==> src/rtl/run_segmenter.sv <==
// Run segmenter: finds horizontal runs of set pixels in a binary mask stream,
// bridging short gaps of clear pixels, and reports start, end and per-line count.
// All outputs are registered one cycle after the causing pixel; i_valid low stalls everything.
module run_segmenter #(
  parameter int MIN_LEN = 4,
  parameter int MAX_GAP = 2
) (
  input  logic       clk,
  input  logic       rst,
  input  logic       i_valid,
  input  logic       i_pixel,
  input  logic [9:0] i_x,
  input  logic [8:0] i_y,
  input  logic       i_eol,
  output logic       o_start,
  output logic       o_finish,
  output logic [9:0] o_left_edge,
  output logic [8:0] o_y,
  output logic [9:0] o_run_len,
  output logic [7:0] o_run_count,
  output logic       o_line_done
);

  localparam logic [4:0] MIN_LEN_C = 5'(MIN_LEN);
  localparam logic [3:0] MAX_GAP_C = 4'(MAX_GAP);

  typedef enum logic [1:0] {IDLE, CAND, RUN, GAP} state_t;

  state_t     state_q, state_d;
  logic [9:0] left_q, left_d;
  logic [9:0] right_q, right_d;
  logic [8:0] y_q, y_d;
  logic [3:0] len_q, len_d;
  logic [2:0] gap_q, gap_d;
  // Set at end of line; the next pixel clears the run counter.
  logic       new_line_q, new_line_d;
  // A run confirmed and closed by the same eol pixel finishes one cycle later.
  logic       fin_pend_q, fin_pend_d;

  logic       start_q, start_d;
  logic       finish_q, finish_d;
  logic       done_q, done_d;
  logic [9:0] left_edge_q, left_edge_d;
  logic [8:0] oy_q, oy_d;
  logic [9:0] run_len_q, run_len_d;
  logic [7:0] count_q, count_d;

  logic       confirm;
  logic       close;
  logic [7:0] count_base;

  // Next-state: process the pixel, then apply end-of-line, close and confirm side effects.
  always_comb begin
    state_d     = state_q;
    left_d      = left_q;
    right_d     = right_q;
    y_d         = y_q;
    len_d       = len_q;
    gap_d       = gap_q;
    new_line_d  = new_line_q;
    fin_pend_d  = 1'b0;
    start_d     = 1'b0;
    finish_d    = 1'b0;
    done_d      = 1'b0;
    left_edge_d = left_edge_q;
    oy_d        = oy_q;
    run_len_d   = run_len_q;
    count_d     = count_q;
    confirm     = 1'b0;
    close       = 1'b0;
    count_base  = count_q;

    if (fin_pend_q) begin
      finish_d  = 1'b1;
      done_d    = 1'b1;
      run_len_d = right_q - left_q + 10'd1;
    end

    if (i_valid) begin
      // Keep the count visible through a deferred line_done before clearing it.
      if (new_line_q && !fin_pend_q) begin
        count_base = 8'd0;
        new_line_d = 1'b0;
      end
      count_d = count_base;

      unique case (state_q)
        IDLE: begin
          if (i_pixel) begin
            left_d  = i_x;
            right_d = i_x;
            y_d     = i_y;
            len_d   = 4'd1;
            if (MIN_LEN_C == 5'd1) begin
              confirm = 1'b1;
              state_d = RUN;
            end else begin
              state_d = CAND;
            end
          end
        end
        CAND: begin
          if (i_pixel) begin
            len_d   = len_q + 4'd1;
            right_d = i_x;
            if ({1'b0, len_q} + 5'd1 >= MIN_LEN_C) begin
              confirm = 1'b1;
              state_d = RUN;
            end
          end else begin
            state_d = IDLE;
          end
        end
        RUN: begin
          if (i_pixel) begin
            right_d = i_x;
          end else if (MAX_GAP_C == 4'd0) begin
            close = 1'b1;
          end else begin
            gap_d   = 3'd1;
            state_d = GAP;
          end
        end
        GAP: begin
          if (i_pixel) begin
            right_d = i_x;
            gap_d   = 3'd0;
            state_d = RUN;
          end else begin
            gap_d = gap_q + 3'd1;
            if ({1'b0, gap_q} + 4'd1 > MAX_GAP_C) close = 1'b1;
          end
        end
        default: state_d = IDLE;
      endcase

      if (i_eol) begin
        if (confirm) begin
          fin_pend_d = 1'b1;
        end else begin
          if (state_d == RUN || state_d == GAP) close = 1'b1;
          done_d = 1'b1;
        end
        state_d    = IDLE;
        new_line_d = 1'b1;
      end

      if (close) begin
        finish_d  = 1'b1;
        run_len_d = right_d - left_d + 10'd1;
        state_d   = IDLE;
      end

      if (confirm) begin
        start_d     = 1'b1;
        left_edge_d = left_d;
        oy_d        = y_d;
        count_d     = (count_base == 8'hFF) ? count_base : count_base + 8'd1;
      end
    end
  end

  // State and registered outputs; reset drops any run in flight without a finish.
  always_ff @(posedge clk or posedge rst) begin
    if (rst) begin
      state_q     <= IDLE;
      left_q      <= '0;
      right_q     <= '0;
      y_q         <= '0;
      len_q       <= '0;
      gap_q       <= '0;
      new_line_q  <= 1'b0;
      fin_pend_q  <= 1'b0;
      start_q     <= 1'b0;
      finish_q    <= 1'b0;
      done_q      <= 1'b0;
      left_edge_q <= '0;
      oy_q        <= '0;
      run_len_q   <= '0;
      count_q     <= '0;
    end else begin
      state_q     <= state_d;
      left_q      <= left_d;
      right_q     <= right_d;
      y_q         <= y_d;
      len_q       <= len_d;
      gap_q       <= gap_d;
      new_line_q  <= new_line_d;
      fin_pend_q  <= fin_pend_d;
      start_q     <= start_d;
      finish_q    <= finish_d;
      done_q      <= done_d;
      left_edge_q <= left_edge_d;
      oy_q        <= oy_d;
      run_len_q   <= run_len_d;
      count_q     <= count_d;
    end
  end

  assign o_start     = start_q;
  assign o_finish    = finish_q;
  assign o_line_done = done_q;
  assign o_left_edge = left_edge_q;
  assign o_y         = oy_q;
  assign o_run_len   = run_len_q;
  assign o_run_count = count_q;

endmodule

==> config.mk <==
export PLATFORM = sky130hd
export DESIGN_NAME = run_segmenter
export DESIGN_NICKNAME = d
export VERILOG_FILES = /design/src/rtl/run_segmenter.sv
export SDC_FILE = /design/constraint.sdc
export NUM_CORES = 1
export LEC_CHECK = 0
export BUFFER_PORTS_ARGS = -buffer_cell sky130_fd_sc_hd__buf_4
export CORE_MARGIN = 1.5
export CORE_UTILIZATION = 58
export DETAILED_ROUTE_END_ITERATION = 8
export GPL_TIMING_DRIVEN = 0
export PLACE_DENSITY = 0.8
export REMOVE_ABC_BUFFERS = 1
export SYNTH_ARGS = -nofsm -noshare
export SYNTH_HDL_FRONTEND = slang
export SYNTH_SLANG_ARGS = --single-unit
==> constraint.sdc <==
create_clock -name clk -period 3.98 [get_ports clk]
set_input_delay 0.796 -clock clk [delete_from_list [all_inputs] [get_ports clk]]
set_output_delay 0.796 -clock clk [all_outputs]
set_load 0.02 [all_outputs]
# == Word level (Yosys, flattened, before mapping) ==
# Cells that the tools add are included.
# word_totals
regBits,80
inputBits,24
# op_classes
addsub,9
order_cmp,2
n_eq_ne,9
mux,53
reduce_logical,12
# op_table
operator,count
two-way mux 10 bit,9
two-way mux 8 bit,4
two-way mux 1 bit,23
adder 10 x 1 -> 10 bit (second input constant),2
subtractor 10 bit,2
two-way mux 9 bit,2
two-way mux 2 bit,8
adder 8 x 1 -> 8 bit (second input constant),1
== test 2 bit (second input constant),4
== test 8 bit (second input constant),1
two-way mux 4 bit,2
case mux 2 bit (4 select lines),1
case mux 4 bit (2 select lines),1
two-way mux 3 bit,2
!= test 2 bit (second input constant),3
case mux 3 bit (2 select lines),1
nonzero test 2 bit,3
adder 4 x 1 -> 5 bit (second input constant),1
greater-or-equal comparator 5 x 3 -> 1 bit (second input constant),1
adder 3 x 1 -> 4 bit (second input constant),1
adder 4 x 1 -> 4 bit (second input constant),1
> comparator 4 x 2 -> 1 bit (second input constant),1
AND reduction 2 bit,2
AND reduction 4 bit,1
other kinds (8),8

# == Logic depth before layout (Yosys ltp) ==
# logic_depth
word_depth,14
mapped_depth,15
depth_no_buf,14

# == Least setup slack after synthesis ==
# No wires, ideal clock.
# synth_path
path_kind,in2reg
startpoint,input i_pixel
endpoint,"register run_len_q[9], in the netlist o_run_len[9]"
setup_time_ns,0.136
arrival_ns,3.201
required_ns,3.844
setup_slack_ns,0.643
path_stages,15
path_buffers,1
cell_sequence,nand2b_1 -> nor2_1 -> buf_2 -> mux2_2 -> ha_1 -> inv_1 -> ha_1 -> inv_1 -> fa_1 -> nor2b_1 -> nor3_1 -> o21ai_0 -> a31oi_1 -> xnor2_1 -> mux2i_1
# synth_between
elab_chain_len,11
# synth_lines
element,line_no,source
from (decl),11,"input logic i_pixel,"
"parallel branches: the longest is 9 deep, another holds subtractor 10 bit",-,
two-way mux 10 bit (*),148,if (close) begin
two-way mux 10 bit (*),79,if (i_valid) begin
net run_len_d[9],45,"logic [9:0] run_len_q, run_len_d;"
to (signal assigned),195,run_len_q <= run_len_d;
to (decl),45,
# Mark *: on every way through the listed nets, which the timed path passes. The select of a mux whose other input is x is not followed.
# A chain may end at the register's enable or synchronous reset.

# == Worst setup path in the final report ==
# Same ends and word-level chain as after synthesis.

==> flow_metrics.py <==
metrics = {
    "setup_path": {
        "cp.required_ns": 4.19,
        "worstSetupPathType": "in -> reg",
        "start_kind": "primary input",
        "r2r_slack_ns": 0.39,
        "endpoint": "o_run_len[9]",
        "r2r-start": "state_q[1]",
        "reg2regPathDepth": 14,
        "critPathLaunch": "i_pixel",
        "arrival_ns": 3.91,
        "r2r_end": "o_run_len[9]",
        "critPathMaxFanout": 14,
        "end_kind": "flop",
    },
    "synth": {
        "synth_area_per_cell_um2": 10.3,
        "synth_edf_count": 0,
        "synth_top_area_cell": "dfrtp_1",
        "synth.ff_latch_count": 80,
        "synth_async_sr_flop_share_pct": 100,
        "ys_seq_area_share_pct": 42.5,
        "synth_top_cell_area_share_pct": 42.5,
        "syn_inst": 458,
        "synth_flop_cell": "dfrtp_1",
        "synth_area_mm2": 0.00471,
        "ys_types": 55,
        "synthTopCellsByArea": "dfrtp_1, ha_1, mux2_2, mux2i_1, o21ai_0",
        "synth-warning-count": 0,
    },
    "power_and_ir_drop": {
        "ir_drop_mv": 0.302,
        "switching_share_pct": 37.8,
        "power.switching_mw": 1.18,
        "p_clk_share_pct": 20.5,
        "p_comb_share_pct": 42.7,
        "seqPwrFrac_pct": 36.8,
        "power.leakage_nw": 2.60,
        "internal_power_mw": 1.94,
        "power_density_mw_per_mm2": 570,
    },
    "sta": {
        "max_freq_mhz": 271,
        "hold_violations": 0,
        "max_slew_margin_pct": 24.2,
        "drv_slew": 0,
        "setup_viol": 0,
        "finalCritPeriodShare_pct": 92.9,
        "worst_slew_pin_slew_ns": 1.13,
        "finalClockSkew_ns": 0.0175,
        "post-route-min-period_ns": 3.70,
        "grt_setup_unrepaired": "false",
    },
    "drt": {
        "wl_per_cell_um": 16.0,
        "via_per_inst": 5.72,
        "initialDrtViolationCount": 201,
        "ant_nets": 0,
        "first_pass_iters": 6,
        "drc_errors": 0,
        "wl_um": 9990,
        "vias": 3561,
    },
    "cts": {
        "cts_root_buf": "clkbuf_8",
        "htree_num_levels": 3,
        "clock_latency_ns": 0.37,
        "cts_tree": "yes",
        "ctsHoldBuffers": 0,
        "cts_buffers": 9,
        "clkSinkCount": 80,
        "cts_buffer_depth": 2,
        "clk_pin_slew_ns": 0.10,
        "postCtsSetupRepairBufs": 0,
    },
    "global_routing": {
        "grt_use_met1_pct": 30.7,
        "met2_usage_pct": 42.8,
        "grt_max_degree": 72,
        "track_usage_pct": 24.8,
        "grt_pass1_vias": 3533,
        "antenna_found_initial": 0,
        "busiest_layer": "met2",
        "grt_overflow": 0,
        "grt_pass1_wl_um": 16600,
        "use_met3_pct": 4.72,
    },
    "finish": {
        "nets": 580,
        "fin_area_mm2": 0.00546,
        "antenna_cells": 0,
        "drive_above_1_share_pct": 23.6,
        "utilization_pct": 70.0,
        "area_delta_synth_final_pct": 16.1,
    },
    "placement": {
        "io_buffers": 63,
        "gp_congestion": 0.823,
        "place_area_mm2": 0.00525,
        "dpl.hpwl_um": 7130,
    },
    "floorplanning": {
        "start_util_pct": 60.3,
        "num_rows": 32,
        "ioPinCount": 64,
        "die_x_um": 93.1,
        "core_area_mm2": 0.00781,
        "die_y_um": 93.1,
        "die_area_mm2": 0.00866,
    },
    "run": {
        "max_cap_violations": 0,
    },
    "min_path": {
        "hold_path.class": "in -> async",
    },
    "run_status": {
        "status": "completed",
    },
}
[worst max-delay path, stage by stage]
cell and delay [ns]:
buf_4 0.22, nand2b_1 0.16, nor2_4 0.41, mux2_2 0.41, ha_1 0.29, inv_1 0.05
ha_1 0.21, inv_1 0.07, fa_1 0.41, nor2b_1 0.18, nor3_1 0.10, o21ai_0 0.21
a31oi_1 0.14, xnor2_1 0.17, mux2i_1 0.08
[logic make-up (layout without fill, tap and decap cells)]
kind of cell    after synthesis  after routing  synth area share (%)
compound gates              109            109                  14.3
xor+xnor                     15             15                  2.79
fa+ha+maj                    40             40                  11.0
buf+inv                      46            109                  4.55
flops                        80             80                  42.5
mux                          62             62                  14.0
simple gates                106            106                  10.9
[Yosys cell counts, types with 3 or more instances]
library cell,number
a21o_1,4
a21oi_1,20
a22o_1,3
a31oi_1,5
and2_1,3
buf_2,9
buf_6,3
clkbuf_1,4
dfrtp_1,80
ha_1,38
inv_1,28
mux2_2,31
mux2i_1,31
nand2_1,54
nand2b_1,4
nand3_1,5
nor2_1,15
nor2b_1,4
nor3_1,7
o21a_1,3
o21ai_0,50
o21bai_1,3
o31ai_1,3
xnor2_1,12
xor2_1,3
[power groups by stage]
| stage | sequential [mW] | clock (mW) | combinational, mW |
|---|---|---|---|
| finish | 1.15 | 0.639 | 1.33 |
| global route | 1.18 | 0.681 | 1.47 |
| detailed placement | 1.16 | 0 | 1.33 |
| floorplan | 1.29 | 0 | 0.760 |
| global placement | 1.15 | 0 | 1.27 |
| CTS | 1.15 | 0.650 | 1.34 |
[metal layers]
metal	up-vias	routed length, um
met2	98	5030
li1	1741	-
met3	14	450
met4	0	178
met5	-	0
met1	1708	4330
[cells in the final DEF (no fill, tap or decap), types with 2 or more instances in the layout]
cell,count
a22o_1,3
o21bai_1,3
o21a_1,3
inv_1,27
nor2_1,14
and2_1,3
buf_4,63
mux2_2,31
mux2i_1,31
nand3_1,5
a21o_1,4
nor3_1,7
inv_6,2
clkbuf_8,10
o21ai_0,50
nor2b_1,4
ha_1,38
nand2b_1,4
or3_1,2
fa_1,2
xnor2_1,12
a21oi_1,20
dfrtp_1,80
and3_1,2
o31ai_1,3
clkinv_4,3
xor2_1,3
nand2_1,54
a31oi_1,5
o211ai_1,2
and4_1,2
[worst min-delay path by stage]
stage | start | to | slack, ns | depth (start not counted)
finish | rst | o_run_count[1] | 0.32 | 2
global route | rst | o_run_count[1] | 0.32 | 2
CTS | rst | o_run_count[1] | 0.31 | 2
detailed placement | o_left_edge[1] | o_left_edge[1] | 0.47 | 2
global placement | o_left_edge[1] | o_left_edge[1] | 0.46 | 2
floorplan | right_q[9] | right_q[9] | 0.47 | 2
[timing repair]
item / CTS / global route
endpoints found under the hold margin: 0 / 0
gates resized for setup: 0 / 1
endpoints found under the setup margin: 0 / 2
[state kept, by name (all words and copies together) (netlist names)]
signal and cells:
o_line_done 1, o_y 9, o_finish 1, o_start 1, o_run_count 8, state_q 2
gap_q 3, right_q 10, len_q 4, y_q 9, o_left_edge 10, left_q 10
fin_pend_q 1, new_line_q 1, o_run_len 10
[final cells by class]
class / instances / area (um2)
clock buffer: 10 / 138
inverter: 28 / 108
fill: 619 / 2340
sequential: 80 / 2000
clock inverter: 6 / 73.8
tap: 102 / 128
timing repair buffer: 65 / 515
multi-input combinational: 332 / 2500
[metrics by stage]
| stage | setup slack, ns | hold WS (ns) | instances | power (mW) | setup TNS (ns) |
|---|---|---|---|---|---|
| floorplan | -0.264 | 0.470 | 440 | 2.05 | -0.645 |
| global placement | -1.38 | 0.463 | 605 | 2.42 | -8.44 |
| detailed placement | -0.298 | 0.473 | 607 | 2.49 | -0.585 |
| CTS | 0.0729 | 0.313 | 623 | 3.14 | 0 |
| global route | 0.0459 | 0.320 | 623 | 3.32 | 0 |
| finish | 0.284 | 0.316 | 623 | 3.12 | 0 |
No activity file was read; power rests on OpenSTA's default activity.
